<file path="src/rtl/dsp_imem_arbiter_pkg.sv">
// Shared definitions for the DSP instruction-memory arbiter: widths, owner tags, NOP word.
package dsp_imem_arbiter_pkg;

  localparam int unsigned MEM_ADDR_LEN  = 16;
  localparam int unsigned INST_WORD_LEN = 32;
  localparam int unsigned STARVE_W      = 8;

  localparam logic [INST_WORD_LEN-1:0] NOP_WORD = '0;

  // Who owns the read data returning from the RAM this cycle.
  typedef enum logic [1:0] {
    OwnNone  = 2'd0,
    OwnFetch = 2'd1,
    OwnDbg   = 2'd2
  } owner_e;

endpackage

</file>
<file path="src/rtl/dsp_starve_counter.sv">
// Saturating starvation counter with synchronous clear; sat flags the forced-fetch cycle.
module dsp_starve_counter
  import dsp_imem_arbiter_pkg::*;
#(
  parameter int unsigned LIMIT = 8
) (
  input  logic clk,
  input  logic rst,
  input  logic inc,
  input  logic clr,
  output logic sat
);

  localparam logic [STARVE_W-1:0] LimitC = STARVE_W'(LIMIT);

  logic [STARVE_W-1:0] cnt_d, cnt_q;

  always_comb begin
    cnt_d = cnt_q;
    if (clr) begin
      cnt_d = '0;
    end else if (inc && (cnt_q != LimitC)) begin
      cnt_d = cnt_q + 1'b1;
    end
  end

  always_ff @(posedge clk) begin
    if (rst) begin
      cnt_q <= '0;
    end else begin
      cnt_q <= cnt_d;
    end
  end

  assign sat = (cnt_q == LimitC);

endmodule

</file>
<file path="src/rtl/dsp_imem_arbiter.sv">
// Arbitrates the single-port instruction RAM between fetch (read), loader (write) and debug
// (read), tags returning read data with its owner and guards fetch against starvation.
module dsp_imem_arbiter #(
  parameter int unsigned ADDR_W       = dsp_imem_arbiter_pkg::MEM_ADDR_LEN,
  parameter int unsigned DATA_W       = dsp_imem_arbiter_pkg::INST_WORD_LEN,
  parameter int unsigned STARVE_LIMIT = 8,
  parameter logic [DATA_W-1:0] NOP_WORD = DATA_W'(dsp_imem_arbiter_pkg::NOP_WORD)
) (
  input  logic              clk,
  input  logic              rst,
  input  logic              fetch_en,
  input  logic [ADDR_W-1:0] fetch_addr,
  input  logic              fetch_flush,
  output logic              fetch_stall,
  output logic [DATA_W-1:0] fetch_inst,
  output logic              fetch_valid,
  input  logic              ld_req,
  input  logic [ADDR_W-1:0] ld_addr,
  input  logic [DATA_W-1:0] ld_data,
  output logic              ld_ack,
  input  logic              dbg_req,
  input  logic [ADDR_W-1:0] dbg_addr,
  output logic              dbg_ack,
  output logic [DATA_W-1:0] dbg_data,
  output logic              dbg_valid,
  output logic              mem_en,
  output logic              mem_we,
  output logic [ADDR_W-1:0] mem_addr,
  output logic [DATA_W-1:0] mem_wdata,
  input  logic [DATA_W-1:0] mem_rdata
);

  import dsp_imem_arbiter_pkg::*;

  logic        forced;
  logic        ld_grant, dbg_grant, fetch_grant;
  owner_e      rd_owner_d, rd_owner_q;
  logic [DATA_W-1:0] dbg_data_q;

  dsp_starve_counter #(
    .LIMIT (STARVE_LIMIT)
  ) u_starve (
    .clk (clk),
    .rst (rst),
    .inc (fetch_en & ~fetch_grant & ~rst),
    .clr (rst | ~fetch_en | fetch_grant),
    .sat (forced)
  );

  // Normal priority ld > dbg > fetch; a saturated starve counter lets fetch win once.
  always_comb begin
    ld_grant    = 1'b0;
    dbg_grant   = 1'b0;
    fetch_grant = 1'b0;
    if (!rst) begin
      if (forced && fetch_en) begin
        fetch_grant = 1'b1;
      end else if (ld_req) begin
        ld_grant = 1'b1;
      end else if (dbg_req) begin
        dbg_grant = 1'b1;
      end else if (fetch_en) begin
        fetch_grant = 1'b1;
      end
    end
  end

  // A fetch read issued under flush used the stale PC, so it is never tagged.
  always_comb begin
    rd_owner_d = OwnNone;
    if (rst) begin
      rd_owner_d = OwnNone;
    end else if (fetch_grant && !fetch_flush) begin
      rd_owner_d = OwnFetch;
    end else if (dbg_grant) begin
      rd_owner_d = OwnDbg;
    end
  end

  always_ff @(posedge clk) begin
    if (rst) begin
      rd_owner_q <= OwnNone;
      dbg_data_q <= '0;
    end else begin
      rd_owner_q <= rd_owner_d;
      if (dbg_valid) begin
        dbg_data_q <= mem_rdata;
      end
    end
  end

  always_comb begin
    mem_en    = ld_grant | dbg_grant | fetch_grant;
    mem_we    = ld_grant;
    mem_addr  = '0;
    mem_wdata = '0;
    if (ld_grant) begin
      mem_addr  = ld_addr;
      mem_wdata = ld_data;
    end else if (dbg_grant) begin
      mem_addr = dbg_addr;
    end else if (fetch_grant) begin
      mem_addr = fetch_addr;
    end
  end

  assign ld_ack      = ld_grant;
  assign dbg_ack     = dbg_grant;
  assign fetch_stall = rst | (fetch_en & ~fetch_grant);

  // A flush in the return cycle also drops the word arriving now.
  assign fetch_valid = ~rst & (rd_owner_q == OwnFetch) & ~fetch_flush;
  assign fetch_inst  = fetch_valid ? mem_rdata : NOP_WORD;
  assign dbg_valid   = ~rst & (rd_owner_q == OwnDbg);
  assign dbg_data    = dbg_valid ? mem_rdata : dbg_data_q;

endmodule

</file>
<file path="config.mk">
export PLATFORM = sky130hd
export DESIGN_NAME = dsp_imem_arbiter
export DESIGN_NICKNAME = d
export VERILOG_FILES = /design/src/rtl/dsp_imem_arbiter_pkg.sv /design/src/rtl/dsp_starve_counter.sv /design/src/rtl/dsp_imem_arbiter.sv
export SDC_FILE = /design/constraint.sdc
export NUM_CORES = 1
export LEC_CHECK = 0
export BUFFER_PORTS_ARGS = -buffer_cell sky130_fd_sc_hd__buf_2
export CORE_MARGIN = 5
export CORE_UTILIZATION = 35
export DETAILED_ROUTE_END_ITERATION = 6
export PLACE_DENSITY = 0.78
export SETUP_SLACK_MARGIN = 0.02
export SYNTH_ARGS = -nofsm -noshare
export SYNTH_HDL_FRONTEND = slang
export SYNTH_HIERARCHICAL = 1
export SYNTH_SLANG_ARGS = --single-unit
</file>
<file path="constraint.sdc">
create_clock -name clk -period 2.39 [get_ports clk]
set_input_delay 0.1195 -clock clk [delete_from_list [all_inputs] [get_ports clk]]
set_output_delay 0.1195 -clock clk [all_outputs]
set_load 0.03 [all_outputs]
</file>
---- Yosys cells after proc, flatten, opt, wreduce, memory -nomap -nowiden ----
Cells that the tools add are included.
cells by class
  add/sub/neg operators ................... 1
  multipliers ............................. 0
  divide/modulo/power cells ............... 0
  $lt $le $gt $ge ......................... 0
  equality and inequality tests ........... 4
  shift-type cells ........................ 0
  muxes and demuxes ....................... 20
  bitwise gates (word level) .............. 14
  reduce and logical (&&, ||, !) cells .... 6
operators by type and width
  kind                 number
  $mux 32              3
  $mux 16              3
  $mux 1               13
  $add 8x1->8 const B  1
  $eq 8x4->1 const B   1
  $ne 8x4->1 const B   1
  $and 1x1->1          5
  $or 1x1->1           5
  $not 1->1            4
  $reduce_or 2->1      2
  $logic_and 1x1->1    3
  $eq 2x1->1 const B   1
  $eq 2x2->1 const B   1
  $mux 2               1
  $logic_not 1->1      1
word-level totals
  bits in registers ....................... 42
  bits in latches ......................... 0
  bits in writable memories ............... 0
  memory bits (read-only) ................. 0
  input bits .............................. 118
  output and inout bits ................... 119
  word-level logic and storage cells ...... 49
  memories kept ........................... 0

---- Logic depth before layout (Yosys ltp) ----
Gate-level depths: netlist of run 1.
  word-level depth ........................ 9
  mapped depth ............................ 11
  gate-level depth less buffers ........... 10

---- Cells and area by module ----
The synthesis of run 1 kept the hierarchy.
modules (own cells, without submodules)
  module              times used  cells an instance  area an instance (µm²)  sequential area each (µm²)
  dsp_imem_arbiter    1           272                2299.7                  680.7
  dsp_starve_counter  1           49                 411.6                   160.2

---- Worst setup path after synthesis of run 1 ----
Ideal clock, no wire load.
  kind .................................... register -> register
  start point ............................. reg u_starve.cnt_q[0]
  end point ............................... reg u_starve.cnt_q[7]
  setup time .............................. 70 ps
  arrival ................................. 2440 ps
  required time ........................... 2320 ps
  setup slack ............................. -120 ps
  cell stages (with the launch flop) ...... 11
  buffers on the path ..................... 1
  clock period less this slack ............ 2510 ps
  cell sequence ........................... dfxtp_1 -> inv_1 -> ha_1 -> nor4b_1 -> and3_1 -> o21bai_2 -> clkbuf_1 -> nor2b_1 -> nand3_2 -> or4_1 -> a21oi_1
between the ends
  cells in the longest elaborated chain, start to end .. 8
  elaborated cells between the ends (all ways) .. 12
  those cells by class .................... 1 x add/sub; 2 x eq/ne; 2 x mux; 4 x bitwise; 3 x reduce/logical
ends and longest elaborated chain
  element                    line                      source
  start: declaration         dsp_starve_counter.sv:16  logic [STARVE_W-1:0] cnt_d, cnt_q;
  start signal: assignment   dsp_starve_counter.sv:31  cnt_q <= cnt_d;
  $eq 8x4->1 (*)             dsp_starve_counter.sv:35  assign sat = (cnt_q == LimitC);
  via forced                 dsp_imem_arbiter.sv:35    logic forced;
  $logic_and 1x1->1 (*)      dsp_imem_arbiter.sv:56    if (forced && fetch_en) begin
  $mux 1 (*)                 dsp_imem_arbiter.sv:56
  $mux 1 (*)                 dsp_imem_arbiter.sv:55    if (!rst) begin
  $not 1->1                  dsp_imem_arbiter.sv:45    .inc (fetch_en & ~fetch_grant & ~rst),
  $and 1x1->1 (2 in series)  dsp_imem_arbiter.sv:45
  $logic_and 1x1->1          dsp_starve_counter.sv:22  end else if (inc && (cnt_q != LimitC)) begin
The timed path passes the listed nets; every way through them passes the cells marked *.
A chain may end at the register's enable or synchronous reset.

---- Worst setup path after layout of run 1 ----
  start point ............................. reg u_starve.cnt_q[0]
  end point ............................... out mem_addr[1]
between the ends
  cells in the longest elaborated chain, start to end .. 7
  elaborated cells between the ends (all ways) .. 11
  those cells by class .................... 1 x eq/ne; 9 x mux; 1 x reduce/logical
ends and longest elaborated chain
  element                line                      source
  $eq 8x4->1 (*)         dsp_starve_counter.sv:35
  via forced             dsp_imem_arbiter.sv:35
  $logic_and 1x1->1 (*)  dsp_imem_arbiter.sv:56
  $mux 1                 dsp_imem_arbiter.sv:56
  $mux 1                 dsp_imem_arbiter.sv:55
  $mux 16                dsp_imem_arbiter.sv:102   end else if (fetch_grant) begin
  $mux 16                dsp_imem_arbiter.sv:100   end else if (dbg_grant) begin
  $mux 16 (*)            dsp_imem_arbiter.sv:97    if (ld_grant) begin
  end: declaration       dsp_imem_arbiter.sv:28    output logic [ADDR_W-1:0] mem_addr,
Marked as above.

==> flow_summary_export.csv, run 1 <==
group,metric,value,unit
outcome,outcome,"finished, final reports clean",
worst_setup_path,cp_max_fo,8,
floorplan,rows,32,
yosys,synthDistinctLibCells,36,
floorplan,io_pins,237,
worst_setup_path,critical_path_class,"reg -> out",
sta,finalSetupViolations,0,
worst_setup_path,cp_data_required_time,2.27,ns
sta,fin_hold_ws,0.0328,ns
global_routing,overflow,0,
clock_tree,cts_tree,"yes",
detailed_routing,wire_per_inst,15.6,um
clock_tree,clk_path_buf_depth,2,
yosys,synth_area,2710,um^2
sta,clock.fmax,0.436,GHz
yosys,synth.largest_area_cell,"dfxtp_1",
final_layout,antenna_cells,0,
place,portBuffers,236,
floorplan,initial_utilization,35.5,%
worst_setup_path,slowest_stage,"dfxtp_2",
global_routing,grt_max_degree,50,
global_routing,antenna_found_initial,0,
detailed_routing,met2_length,5250,um
clock_tree,cts-root-buf,"clkbuf_8",
final_layout,layout-drive-gt1-share,54.6,%
detailed_routing,avgViaCountPerCell,4.89,
clock_tree,clk_latency,0.30,ns
floorplan,design.core.area,7650,um^2
worst_setup_path,cp-start-kind,"flip-flop",
sta,period_share,96.1,%
final_layout,design_area,4180,um^2
sta,slew_violations,0,
yosys,synth_fp_nets,441,
detailed_routing,ant_nets,0,
hold_path,hold_class,"in -> reg",
floorplan,dieArea,9610,um^2
global_routing,grt_usage,19.2,%
place,dp_hpwl,8180,um
global_routing,first_global_vias,3038,
yosys,ys_ff_latch,42,
worst_setup_path,path_buf_inv,3,
final_layout,nets,670,
worst_setup_path,cp_data_arrival_time,2.18,ns
floorplan,die_w,98.0,um
sta,hold_viol,0,
power_and_ir_drop,cellPowerDensity,407,nW/um^2
detailed_routing,wl_met3,1230,um
clock_tree,clkSinkCount,42,
worst_setup_path,cp_cell_sequence,"inv_2, ha_2, nor4b_4, and3_4, o21bai_4, buf_6, and3_1, o22a_1, buf_2",
worst_setup_path,slowest_delay,0.33,ns
yosys,synth_area_per_cell,8.45,um^2
detailed_routing,drtIter0Drc,68,
clock_tree,htree_levels,2,
yosys,yosysWarningCount,6,
power_and_ir_drop,power.leakage,2.42,nW
final_layout,fillers,740,
place,placed_cell_area,4000,um^2
place,place_congestion,0.921,
yosys,synth_area_leaders,"dfxtp_1 31%, mux2_2 12%, and3_1 12%",
final_layout,syn_to_final_growth,54.0,%
detailed_routing,top_layer_used,"met4",
yosys,syn_inst,321,
worst_setup_path,end_kind,"output pin",
detailed_routing,drc,0,
detailed_routing,drt-met1-wl,3480,um
clock_tree,path_clk_slew,0.08,ns
sta,finClkSkew,0.0102,ns
clock_tree,ctsHoldBuffers,0,
global_routing,grt_pass1_wl,15200,um
yosys,synth_seq_area_share,31.0,%
yosys,yosysTopAreaCellShare,31.0,%
job,max-cap-violations,0,
power_and_ir_drop,vdd_drop_max,0.000253,V
power_and_ir_drop,p_total,1.70,mW
sta,worst_pin_slew,0.418,ns
clock_tree,cts_made_buffers,5,
detailed_routing,via_count,3191,
detailed_routing,drt_pre_antenna_iters,4,
clock_tree,post_cts_buffers,0,
floorplan,die_y,98.0,um
sta,slew_headroom,72.1,%
worst_setup_path,cp_top_family,"simple AND/OR/NAND/NOR gates",
detailed_routing,wirelength,10200,um
sta,period_minus_slack,2.30,ns
[report_power, final]
part / total (mW) / switching (mW) / internal (mW)
combinational: 0.515 / 0.308 / 0.207
sequential: 0.715 / 0.00352 / 0.712
clock: 0.468 / 0.259 / 0.209
[path summary, 6_finish.rpt]
check | from | slack, ns | to | depth (start not counted)
setup / recovery | u_starve/cnt_q[0]$_SDFFE_PP0P_ | 0.09 | mem_addr[1] | 9
hold reg to reg | u_starve/cnt_q[7]$_SDFFE_PP0P_ | 0.50 | u_starve/cnt_q[7]$_SDFFE_PP0P_ | 2
hold / removal | fetch_flush | 0.03 | rd_owner_q[0]$_SDFF_PP0_ | 2
setup reg to reg | u_starve/cnt_q[1]$_SDFFE_PP0P_ | 0.20 | u_starve/cnt_q[7]$_SDFFE_PP0P_ | 9
[cells by family (layout without fill, tap and decap cells)]
family	Yosys count	in the layout	share of synthesized area [%]
muxes	34	34	14.0
and+or+nand+nor	163	163	35.9
xor gates and xnor gates	2	2	0.646
adders and majority gates	2	2	0.923
AOI/OAI and AO/OA	45	45	11.7
DFF	42	42	31.0
buffers and inverters	33	263	5.77
[registers in the layout, summed over array words and instances, names as in the netlist]
name,flops
dbg_data_q,32
u_starve/cnt_q,8
rd_owner_q,2
[placed cells by master (no fill, tap or decap), types with 3 or more instances in the layout]
cell	synthesis	layout
a21oi_1	20	20
and2_1	32	32
and3_1	51	50
buf_2	2	226
buf_4	2	15
buf_6	3	4
clkbuf_4	0	3
clkbuf_8	0	5
dfxtp_1	42	41
inv_1	6	5
mux2_1	3	3
mux2_2	29	29
nand2_1	10	10
nor2_1	24	24
nor2b_1	33	32
o22a_1	16	16
[synthesized netlist by cell type (all sizes together)]
| cell | instances |
|---|---|
| a21o | 2 |
| a21oi | 21 |
| a311o | 1 |
| a31oi | 1 |
| and2 | 32 |
| and3 | 51 |
| buf | 7 |
| clkbuf | 20 |
| dfxtp | 42 |
| ha | 2 |
| inv | 6 |
| mux2 | 32 |
| mux2i | 2 |
| nand2 | 10 |
| nand3 | 2 |
| nand4 | 2 |
| nor2 | 24 |
| nor2b | 34 |
| nor3 | 1 |
| nor3b | 1 |
| nor4b | 2 |
| o21ai | 2 |
| o21bai | 1 |
| o22a | 16 |
| o31ai | 1 |
| or2 | 1 |
| or3 | 2 |
| or4 | 1 |
| xor2 | 2 |
[per-stage QoR]
step | worst slack, ns | setup TNS, ns | util (%) | instances
2_1_floorplan | 0.0356 | 0 | - | 321
3_3_place_gp | 0.243 | 0 | 52.3 | 643
3_5_place_dp | 0.133 | 0 | 52.3 | 643
4_1_cts | 0.0280 | 0 | 53.6 | 651
5_1_grt | -0.0560 | -0.0751 | 54.6 | 653
6_report | 0.0940 | 0 | 54.6 | 653
[repair_timing]
action                     4_1_cts  5_1_grt
gates resized for setup          3       28
pin swaps                        0        2
gates cloned                     0        2
setup endpoints to repair       18       19
[layer usage]
metal  GRT usage, %  vias to the layer above
li1               -                     1560
met1           19.3                     1438
met2           36.2                      176
met3           7.57                       17
met4           5.43                        0
met5              0                        -
[cell type report]
type,count,area [um^2],area share (%)
inverter,6,22.5,0.539
multi-input combinational,246,1760,42.2
tap,102,128,3.06
clock inverter,3,23.8,0.569
clock buffer,5,68.8,1.65
timing repair buffer,249,1330,31.9
sequential,42,842,20.2
Note: power is estimated with default switching activity, not from simulation.
==> inputs of run 2 (changes only) <==
- CELL_PAD_IN_SITES_DETAIL_PLACEMENT: default -> 1
- CELL_PAD_IN_SITES_GLOBAL_PLACEMENT: default -> 1
- CORE_UTILIZATION: 35 -> 23
- CTS_BUF_LIST: default -> sky130_fd_sc_hd__clkbuf_16
- PLACE_DENSITY: 0.78 -> default
- PLACE_DENSITY_LB_ADDON: default -> 0.1
==> run 2 against run 1 <==
  * Die area increased by 46%
  * Combinational power increased by 3%
  * Hold slack better by 0.015 ns
  * First-iteration DRC count increased by 24%
  * Final area increased by 4.7%
  * Register-to-register slack gained 0.02 ns
  * Via count down 0.41%
  * Critical path depth grew 1
  * Critical path type unchanged
  * Critical endpoint is now mem_addr[0]
==> flow_summary_export.csv, run 2 (same netlist as run 1, synthesis figures left out) <==
group,metric,value,unit
clock_tree,clk_path_buf_depth,2,
final_layout,antenna_cells,0,
final_layout,design_area,4370,um^2
detailed_routing,drc,0,
sta,clock.fmax,0.434,GHz
detailed_routing,ant_nets,0,
sta,hold_viol,0,
clock_tree,htree_levels,2,
sta,worst_pin_slew,0.597,ns
global_routing,overflow,0,
worst_setup_path,end_kind,"output pin",
place,place_congestion,0.754,
detailed_routing,drt_pre_antenna_iters,4,
floorplan,initial_utilization,23.6,%
power_and_ir_drop,p_int,1.31,mW
outcome,outcome,"finished, final reports clean",
power_and_ir_drop,switching_share,30.7,%
global_routing,grt_max_degree,37,
final_layout,final_cell_mix,"228 x buf_2, 50 x and3_1, 42 x dfxtp_1, 32 x and2_1, 32 x nor2b_1",
global_routing,first_global_vias,3378,
final_layout,final_common_cell,"buf_2",
power_and_ir_drop,p_switching,0.581,mW
floorplan,die_w,119,um
worst_setup_path,cp-start-kind,"flip-flop",
hold_path,hold_class,"in -> reg",
floorplan,design.core.area,11500,um^2
clock_tree,cts_made_buffers,5,
worst_setup_path,critical_path_class,"reg -> out",
detailed_routing,wirelength,11100,um
final_layout,fin_util,38.1,%
clock_tree,post_cts_buffers,0,
place,portBuffers,236,
hold_path,worstHoldPathCells,2,
detailed_routing,avgViaCountPerCell,4.55,
clock_tree,cts-root-buf,"clkbuf_16",
final_layout,regMostFlops,"dbg_data_q",
sta,rsz0062_at_grt,"true",
place,placed_cell_area,4080,um^2
sta,setup_ws,0.0842,ns
place,dp_slack,0.139,ns
place,dp_hpwl,8490,um
sta,setup-tns-final,0,ns
final_layout,largest_reg_flops,32,
global_routing,antenna_found_initial,0,
floorplan,die_y,119,um
job,max-cap-violations,0,
sta,slew_headroom,60.2,%
floorplan,rows,39,
power_and_ir_drop,cellPowerDensity,433,nW/um^2
worst_setup_path,cp_data_required_time,2.27,ns
sta,period_minus_slack,2.31,ns
global_routing,grt_usage,14.4,%
clock_tree,clkSinkCount,42,
final_layout,syn_to_final_growth,61.3,%
sta,finClkSkew,0.00774,ns
final_layout,largestRegisters,"dbg_data_q (32), u_starve/cnt_q (8), rd_owner_q (2)",
final_layout,nets,674,
sta,slew_violations,0,
detailed_routing,via_count,3178,
sta,period_share,96.5,%
clock_tree,ctsHoldBuffers,0,
power_and_ir_drop,pwr-share-seq,37.8,%
power_and_ir_drop,power.leakage,2.50,nW
floorplan,dieArea,14100,um^2
clock_tree,path_clk_slew,0.06,ns
power_and_ir_drop,pwr-share-comb,28.0,%
sta,finalSetupViolations,0,
power_and_ir_drop,vdd_drop_max,0.000262,V
final_layout,layout-drive-gt1-share,54.6,%
clock_tree,cts_tree,"yes",
worst_setup_path,cp_max_fo,8,
clock_tree,clk_latency,0.28,ns
detailed_routing,wire_per_inst,15.9,um
floorplan,io_pins,237,
detailed_routing,drtIter0Drc,84,
power_and_ir_drop,p_clk_share,34.1,%
worst_setup_path,ff2ff_path_depth,9,
worst_setup_path,cp_data_arrival_time,2.19,ns
global_routing,grt_pass1_wl,17200,um
## run 2: final cells by class
class,count,area (um^2)
fill,1459,7090
multi-input combinational,246,1770
timing repair buffer,253,1420
sequential,42,841
tap,143,179
clock buffer,5,125
inverter,6,22.5
clock inverter,3,17.5
## run 2: path summary, 6_finish.rpt
kind	end	startpoint	slack [ns]
setup / recovery	mem_addr[0]	u_starve/cnt_q[0]$_SDFFE_PP0P_	0.08
hold / removal	rd_owner_q[0]$_SDFF_PP0_	fetch_flush	0.05
setup reg to reg	u_starve/cnt_q[7]$_SDFFE_PP0P_	u_starve/cnt_q[0]$_SDFFE_PP0P_	0.22
hold reg to reg	u_starve/cnt_q[7]$_SDFFE_PP0P_	u_starve/cnt_q[7]$_SDFFE_PP0P_	0.48
## run 2: through the flow
stage | power, mW | cells | hold slack (ns)
global placement | 1.23 | 686 | 0.338
finish | 1.89 | 698 | 0.0477
floorplan | 1.03 | 321 | 0.192
detailed placement | 1.24 | 686 | 0.337
global route | 2.00 | 698 | 0.0534
CTS | 1.91 | 694 | 0.0425
## run 2: per-layer routing
metal | track usage, % | share of wire, % | vias up
met1 | 15.9 | 39 | 1460
met4 | 3.05 | 0.84 | 0
li1 | - | - | 1571
met5 | 0 | 0 | -
met3 | 4.39 | 8.8 | 6
met2 | 26.8 | 51 | 141
## run 2: power by group through the flow
stage | Sequential, mW | Clock, mW | Combinational [mW]
6_report | 0.716 | 0.647 | 0.531
2_1_floorplan | 0.731 | 0 | 0.299
3_5_place_dp | 0.732 | 0 | 0.507
5_1_grt | 0.717 | 0.714 | 0.573
3_3_place_gp | 0.731 | 0 | 0.500
4_1_cts | 0.716 | 0.679 | 0.510
## run 2: worst max-delay path, stage by stage, from the launching register on
cell,delay [ns]
dfxtp_1,0.33
inv_1,0.06
ha_1,0.19
nor4b_4,0.14
and3_4,0.20
buf_4,0.14
a21oi_4,0.18
nand2_4,0.10
clkbuf_16,0.19
o22a_1,0.19
clkbuf_4,0.18
## run 2: repair_timing
action	in CTS	in global routing
setup endpoints to repair	49	48
gates resized for setup	2	28
gates cloned	0	4
hold endpoints to repair	0	0
pin swaps	0	1
